--- src/rtl/mult_pipe_hs_if.sv ---
// Handshake bundle for mult_pipe_hs: input transaction, product return and busy flag.
interface mult_pipe_hs_if #(
  parameter int unsigned N    = 8,
  parameter int unsigned M    = 8,
  parameter int unsigned TAGW = 4
);
  logic            in_valid;
  logic            in_ready;
  logic            in_sgn;
  logic [N-1:0]    in_a;
  logic [M-1:0]    in_b;
  logic [TAGW-1:0] in_tag;
  logic            out_valid;
  logic            out_ready;
  logic [N+M-1:0]  out_res;
  logic [TAGW-1:0] out_tag;
  logic            busy;

  // Producer/consumer side (drives operands, accepts products).
  modport master (
    output in_valid, in_sgn, in_a, in_b, in_tag, out_ready,
    input  in_ready, out_valid, out_res, out_tag, busy
  );

  // Multiplier side.
  modport slave (
    input  in_valid, in_sgn, in_a, in_b, in_tag, out_ready,
    output in_ready, out_valid, out_res, out_tag, busy
  );
endinterface

--- src/rtl/mult_pipe_hs.sv ---
// Pipelined shift-add multiplier, BPS multiplier bits per stage, signed/unsigned per
// transaction, tag carried alongside, valid/ready with bubble-collapsing backpressure.
module mult_pipe_hs #(
  parameter int unsigned N    = 8,
  parameter int unsigned M    = 8,
  parameter int unsigned BPS  = 2,
  parameter int unsigned TAGW = 4
) (
  input  logic          clk,
  input  logic          rst,
  mult_pipe_hs_if.slave bus
);

  localparam int unsigned S = M / BPS;
  localparam int unsigned W = N + M;

  // Multiplier width must split evenly into stages.
  if ((M % BPS) != 0) begin : g_bad_bps
    $error("mult_pipe_hs: M must be a multiple of BPS");
  end

  // Stage registers: valid, shifted multiplicand, remaining multiplier bits,
  // partial accumulator (final stage holds the signed-corrected product), sign, tag.
  logic [S-1:0]    v_q;
  logic [W-1:0]    mc_q  [S];
  logic [M-1:0]    mb_q  [S];
  logic [W-1:0]    acc_q [S];
  logic            neg_q [S];
  logic [TAGW-1:0] tag_q [S];

  // Values presented to each stage's load port.
  logic [S-1:0]    src_v;
  logic [W-1:0]    src_mc  [S];
  logic [M-1:0]    src_mb  [S];
  logic [W-1:0]    src_acc [S];
  logic            src_neg [S];
  logic [TAGW-1:0] src_tag [S];
  logic [W-1:0]    sum_c   [S];
  logic [S-1:0]    ld_c;

  logic [N-1:0] a_mag_c;
  logic [M-1:0] b_mag_c;
  logic         neg_in_c;

  // Operand magnitudes and product sign for signed transactions.
  assign a_mag_c  = (bus.in_sgn && bus.in_a[N-1]) ? N'(-bus.in_a) : bus.in_a;
  assign b_mag_c  = (bus.in_sgn && bus.in_b[M-1]) ? M'(-bus.in_b) : bus.in_b;
  assign neg_in_c = bus.in_sgn & (bus.in_a[N-1] ^ bus.in_b[M-1]);

  // Load-enable chain: a stage loads if it is empty or its successor loads.
  always_comb begin
    logic [S-1:0] rdy;
    rdy      = '0;
    rdy[S-1] = ~v_q[S-1] | bus.out_ready;
    for (int k = int'(S) - 2; k >= 0; k--) begin
      rdy[k] = ~v_q[k] | rdy[k+1];
    end
    ld_c = rdy;
  end

  // Source of each stage: input port for stage 0, previous stage otherwise.
  always_comb begin
    src_v      = '0;
    src_v[0]   = bus.in_valid;
    src_mc[0]  = W'(a_mag_c);
    src_mb[0]  = b_mag_c;
    src_acc[0] = '0;
    src_neg[0] = neg_in_c;
    src_tag[0] = bus.in_tag;
    for (int unsigned k = 1; k < S; k++) begin
      src_v[k]   = v_q[k-1];
      src_mc[k]  = mc_q[k-1];
      src_mb[k]  = mb_q[k-1];
      src_acc[k] = acc_q[k-1];
      src_neg[k] = neg_q[k-1];
      src_tag[k] = tag_q[k-1];
    end
  end

  // Per-stage partial sum over the BPS multiplier bits it consumes.
  always_comb begin
    logic [W-1:0] acc;
    for (int unsigned k = 0; k < S; k++) begin
      acc = src_acc[k];
      for (int unsigned j = 0; j < BPS; j++) begin
        if (src_mb[k][j]) acc = acc + (src_mc[k] << j);
      end
      sum_c[k] = acc;
    end
  end

  // Pipeline advance; data fields only update when a valid transaction moves in.
  always_ff @(posedge clk) begin
    if (rst) begin
      v_q <= '0;
      for (int unsigned k = 0; k < S; k++) begin
        mc_q[k]  <= '0;
        mb_q[k]  <= '0;
        acc_q[k] <= '0;
        neg_q[k] <= 1'b0;
        tag_q[k] <= '0;
      end
    end else begin
      for (int unsigned k = 0; k < S; k++) begin
        if (ld_c[k]) begin
          v_q[k] <= src_v[k];
          if (src_v[k]) begin
            mc_q[k]  <= src_mc[k] << BPS;
            mb_q[k]  <= src_mb[k] >> BPS;
            acc_q[k] <= (k == S - 1 && src_neg[k]) ? W'(-sum_c[k]) : sum_c[k];
            neg_q[k] <= src_neg[k];
            tag_q[k] <= src_tag[k];
          end
        end
      end
    end
  end

  assign bus.in_ready  = ld_c[0] & ~rst;
  assign bus.out_valid = v_q[S-1];
  assign bus.out_res   = acc_q[S-1];
  assign bus.out_tag   = tag_q[S-1];
  assign bus.busy      = |v_q;

endmodule
--- src/flat_wrapper.sv ---
// flat-port wrapper written by rule: the top's interface ports become plain ports
module mult_pipe_hs_flat 
#(
  parameter int unsigned N    = 8,
  parameter int unsigned M    = 8,
  parameter int unsigned BPS  = 2,
  parameter int unsigned TAGW = 4
)
  (clk, rst, bus_in_valid, bus_in_sgn, bus_in_a, bus_in_b, bus_in_tag, bus_out_ready, bus_in_ready, bus_out_valid, bus_out_res, bus_out_tag, bus_busy);
  mult_pipe_hs_if #(.N(N), .M(M), .TAGW(TAGW)) bus_i ();
  input  logic clk;
  input  logic rst;
  input wire logic [$bits(bus_i.in_valid)-1:0] bus_in_valid;
  input wire logic [$bits(bus_i.in_sgn)-1:0] bus_in_sgn;
  input wire logic [$bits(bus_i.in_a)-1:0] bus_in_a;
  input wire logic [$bits(bus_i.in_b)-1:0] bus_in_b;
  input wire logic [$bits(bus_i.in_tag)-1:0] bus_in_tag;
  input wire logic [$bits(bus_i.out_ready)-1:0] bus_out_ready;
  output wire logic [$bits(bus_i.in_ready)-1:0] bus_in_ready;
  output wire logic [$bits(bus_i.out_valid)-1:0] bus_out_valid;
  output wire logic [$bits(bus_i.out_res)-1:0] bus_out_res;
  output wire logic [$bits(bus_i.out_tag)-1:0] bus_out_tag;
  output wire logic [$bits(bus_i.busy)-1:0] bus_busy;
  assign bus_i.in_valid = bus_in_valid;
  assign bus_i.in_sgn = bus_in_sgn;
  assign bus_i.in_a = bus_in_a;
  assign bus_i.in_b = bus_in_b;
  assign bus_i.in_tag = bus_in_tag;
  assign bus_i.out_ready = bus_out_ready;
  assign bus_in_ready = bus_i.in_ready;
  assign bus_out_valid = bus_i.out_valid;
  assign bus_out_res = bus_i.out_res;
  assign bus_out_tag = bus_i.out_tag;
  assign bus_busy = bus_i.busy;
  mult_pipe_hs #(.N(N), .M(M), .BPS(BPS), .TAGW(TAGW)) u_core (.clk(clk), .rst(rst), .bus(bus_i));
endmodule
--- config.mk ---
export PLATFORM = sky130hd
export DESIGN_NAME = mult_pipe_hs_flat
export DESIGN_NICKNAME = d
export VERILOG_FILES = /design/src/rtl/mult_pipe_hs_if.sv /design/src/rtl/mult_pipe_hs.sv /design/src/flat_wrapper.sv
export SDC_FILE = /design/constraint.sdc
export NUM_CORES = 1
export LEC_CHECK = 0
export BUFFER_PORTS_ARGS = -buffer_cell sky130_fd_sc_hd__buf_2
export CORE_MARGIN = 3
export CORE_UTILIZATION = 60
export CTS_BUF_LIST = sky130_fd_sc_hd__clkbuf_8 sky130_fd_sc_hd__clkbuf_16
export CTS_CLUSTER_DIAMETER = 80
export DETAILED_ROUTE_END_ITERATION = 16
export PLACE_DENSITY = 0.78
export SLEW_MARGIN = 20
export SYNTH_ARGS = -nofsm -noshare
export SYNTH_HDL_FRONTEND = slang
export SYNTH_SLANG_ARGS = --single-unit
export TNS_END_PERCENT = 20
--- constraint.sdc ---
create_clock -name clk -period 9 [get_ports clk]
set_input_delay 0.45 -clock clk [delete_from_list [all_inputs] [get_ports clk]]
set_output_delay 0.45 -clock clk [all_outputs]
set_load 0.005 [all_outputs]
==> results.json <==
{
  "synth-compound-area-share_pct": 13.9,
  "setup_tns_ns": 0,
  "synthFlopType": "edfxtp_1",
  "p_total_mw": 1.27,
  "setup_viol": 0,
  "ios": 48,
  "synthCells": 722,
  "hold_buffers": 0,
  "cts_resized": 0,
  "setup_ws_ns": 5.22,
  "postCtsSetupRepairBufs": 0,
  "synth_edf_count": 107,
  "slowest_stage": "fa_1",
  "synthTopCellsByCount": "edfxtp_1, nor2_1, ha_1, a21oi_1, and2_1",
  "synth_top_area_share_pct": 42.5,
  "fmax_mhz": 265,
  "peakVddDrop_v": 0.000116,
  "sequentialPowerShare_pct": 48.9,
  "worst_setup_path_end_kind": "register",
  "start_kind": "register",
  "synthAdderAreaFrac_pct": 11.5,
  "grt.total_usage_pct": 20.1,
  "path_buf_inv": 0,
  "skew_ns": 0.00819,
  "synth-seq-cells": 111,
  "ys_types": 66,
  "worst_pin_slew_ns": 0.872,
  "p_leak_nw": 3.43,
  "pwr-share-comb_pct": 19.8,
  "synth_simple_gate_area_share_pct": 15.7,
  "via_per_inst": 5.74,
  "min_period_over_period_pct": 42.0,
  "grt-ovfl-total": 0,
  "rsz0062_at_grt": "no",
  "switchingPower_mw": 0.363,
  "synth.avg_cell_area_um2": 10.5,
  "grt_pass1_wl_um": 23400,
  "cp_cell_sequence": "ha_1 -> fa_1 -> a211oi_2 -> nor2_1 -> o31ai_1 -> ha_1 -> o21a_1 -> o31a_1 -> o22ai_1 -> o32ai_1 -> a311o_1 -> o31ai_2 -> mux2i_1",
  "start_util_pct": 62.1,
  "power_density_nw_per_um2": 156,
  "critPathKind": "reg -> reg",
  "num-fill-cells": 948,
  "outcome": "finished clean",
  "relSlewSlack_pct": 41.9,
  "synth_most_common_cell": "edfxtp_1",
  "yosysWarnings": 0,
  "portBuffers": 47,
  "die_w_um": 118,
  "syn_nets": 812,
  "area_delta_synth_final_pct": 7.78,
  "first_global_vias": 5220,
  "dpl_worst_slack_ns": 5.25,
  "clk_pin_slew_ns": 0.08,
  "slew_viol_final": 0,
  "coreArea_um2": 12200,
  "clock_path_buffers": 2,
  "cts_buffers": 9,
  "postRouteAntennaNets": 0,
  "cp_max_fo": 6,
  "muxShareOfSynthArea_pct": 4.79,
  "cts_max_level": 3,
  "drc": 0,
  "antenna_found_initial": 0,
  "seq_area_frac_synth_pct": 43.6,
  "final_nets": 839,
  "final_hold_viol_count": 0,
  "grt_max_degree": 30,
  "swShare_pct": 28.6,
  "cpMostUsedCell": "ha_1",
  "p_clk_share_pct": 31.3,
  "cts_tree": "yes",
  "drt_wl_total_um": 13700,
  "place.gp.congestion": 0.867,
  "hold_class": "in -> reg",
  "dr.pass1.iters": 4,
  "cp_data_required_time_ns": 9.21,
  "whs_ns": 0.357,
  "vias": 5290,
  "p_int_mw": 0.906,
  "synth_top_family_by_area": "simple AND/OR/NAND/NOR gates",
  "async_flop_share_pct": 0,
  "antenna_cells": 0,
  "drive_above_1_share_pct": 13.0,
  "dp_hpwl_um": 10700,
  "syn_area_um2": 7560,
  "yosys.area.top_type": "edfxtp_1",
  "synthXorXnorAreaFrac_pct": 5.80,
  "wl_per_cell_um": 14.9,
  "clock_latency_ns": 0.36,
  "cts_root_buffer": "clkbuf_16",
  "dieArea_um2": 14000,
  "critical_path.max_stage_delay_ns": 0.46,
  "cap_violations": 0,
  "drtIter0Drc": 239,
  "critical_path.top_delay_family": "compound AO/OA/AOI/OAI gates",
  "fp.dieH_um": 118,
  "cts_num_sinks": 111,
  "synthTopCellsByArea": "edfxtp_1, ha_1, xnor2_1",
  "period_minus_slack_ns": 3.78,
  "crit_arrival_ns": 3.99,
  "rows": 40
}
## cells by family (layout without fill, tap and decap cells)
kind of cell	after synthesis	in the layout
simple gates	234	234
compound gates	152	152
flops	111	111
buf+inv	76	108
fa+ha+maj	65	65
xor+xnor	50	50
mux	34	34
## registers in the layout, summed over array words and instances (netlist names)
signal	cells
u_core.tag_q	16
u_core.neg_q	3
u_core.acc_q	52
u_core.mc_q	24
u_core.v_q	4
u_core.mb_q	12
## area by class of cell
| class | instances | area, um2 | share of cell area (%) |
|---|---|---|---|
| Clock buffer | 9 | 225 | 2.77 |
| Clock inverter | 7 | 78.8 | 0.968 |
| Inverter | 40 | 150 | 1.84 |
| Multi-Input combinational cell | 535 | 3910 | 48.1 |
| Sequential cell | 111 | 3290 | 40.4 |
| Tap cell | 168 | 210 | 2.58 |
| Timing Repair Buffer | 52 | 273 | 3.35 |
## power by group through the flow
| stage | Sequential (mW) | Clock [mW] | Combinational [mW] |
|---|---|---|---|
| after floorplan | 0.621 | 0 | 0.205 |
| after global placement | 0.630 | 0 | 0.236 |
| after detailed placement | 0.632 | 0 | 0.249 |
| after CTS | 0.621 | 0.402 | 0.251 |
| after global routing | 0.625 | 0.421 | 0.284 |
| final | 0.621 | 0.397 | 0.252 |
## worst reg2reg max path: stages, from the launching register on
cell and delay [ns]:
edfxtp_1 0.39, ha_1 0.29, fa_1 0.46, a211oi_2 0.28, nor2_1 0.13, o31ai_1 0.25
ha_1 0.33, o21a_1 0.19, o31a_1 0.13, o22ai_1 0.18, o32ai_1 0.10, a311o_1 0.40
o31ai_2 0.28, mux2i_1 0.21
## cells in the final DEF, fill, tap and decap left out, drive strengths merged, types with 7 or more instances in the layout
cell type,Yosys,final
a31oi,7,7
nand2,32,32
nand2b,9,9
clkinv,3,8
xor2,11,11
or2,8,8
o21ai,15,15
mux2i,20,20
ha,58,58
o2111ai,8,8
nor2,85,85
a21oi,51,51
o2bb2ai,7,7
buf,20,52
xnor2,39,39
and2,48,48
nor3,12,12
edfxtp,107,107
a211oi,10,10
a21o,14,14
nand3,9,9
inv,37,39
fa,7,7
clkbuf,16,9
o21bai,14,14
mux2,14,14
## final timing paths
| path | to | from | cells after the start | slack (ns) |
|---|---|---|---|---|
| setup reg to reg | u_core.acc_q[0][63] | u_core.acc_q[0][38] | 13 | 5.22 |
| hold / removal | u_core.v_q[0] | bus_in_valid | 3 | 0.36 |
| hold reg to reg | u_core.v_q[3] | u_core.v_q[2] | 2 | 0.52 |
| setup / recovery | u_core.acc_q[0][63] | u_core.acc_q[0][38] | 13 | 5.22 |
## per-layer routing
metal	wire (um)	share of wire (%)	vias to the layer above	track usage, %
met4	335	2.4	0	8.64
li1	-	-	2656	-
met2	7240	53	96	37.9
met5	0	0	-	0
met3	351	2.6	26	2.49
met1	5790	42	2512	22.8
## through the flow
stage / area (um2) / utilization (%) / std cells
after global routing: 8140 / 67.0 / 922
after global placement: 7830 / 64.4 / 906
after detailed placement: 7840 / 64.4 / 906
after CTS: 8140 / 66.9 / 922
final: 8140 / 67.0 / 922
after floorplan: 7560 / - / 722
No activity file was read; power rests on OpenSTA's default activity.
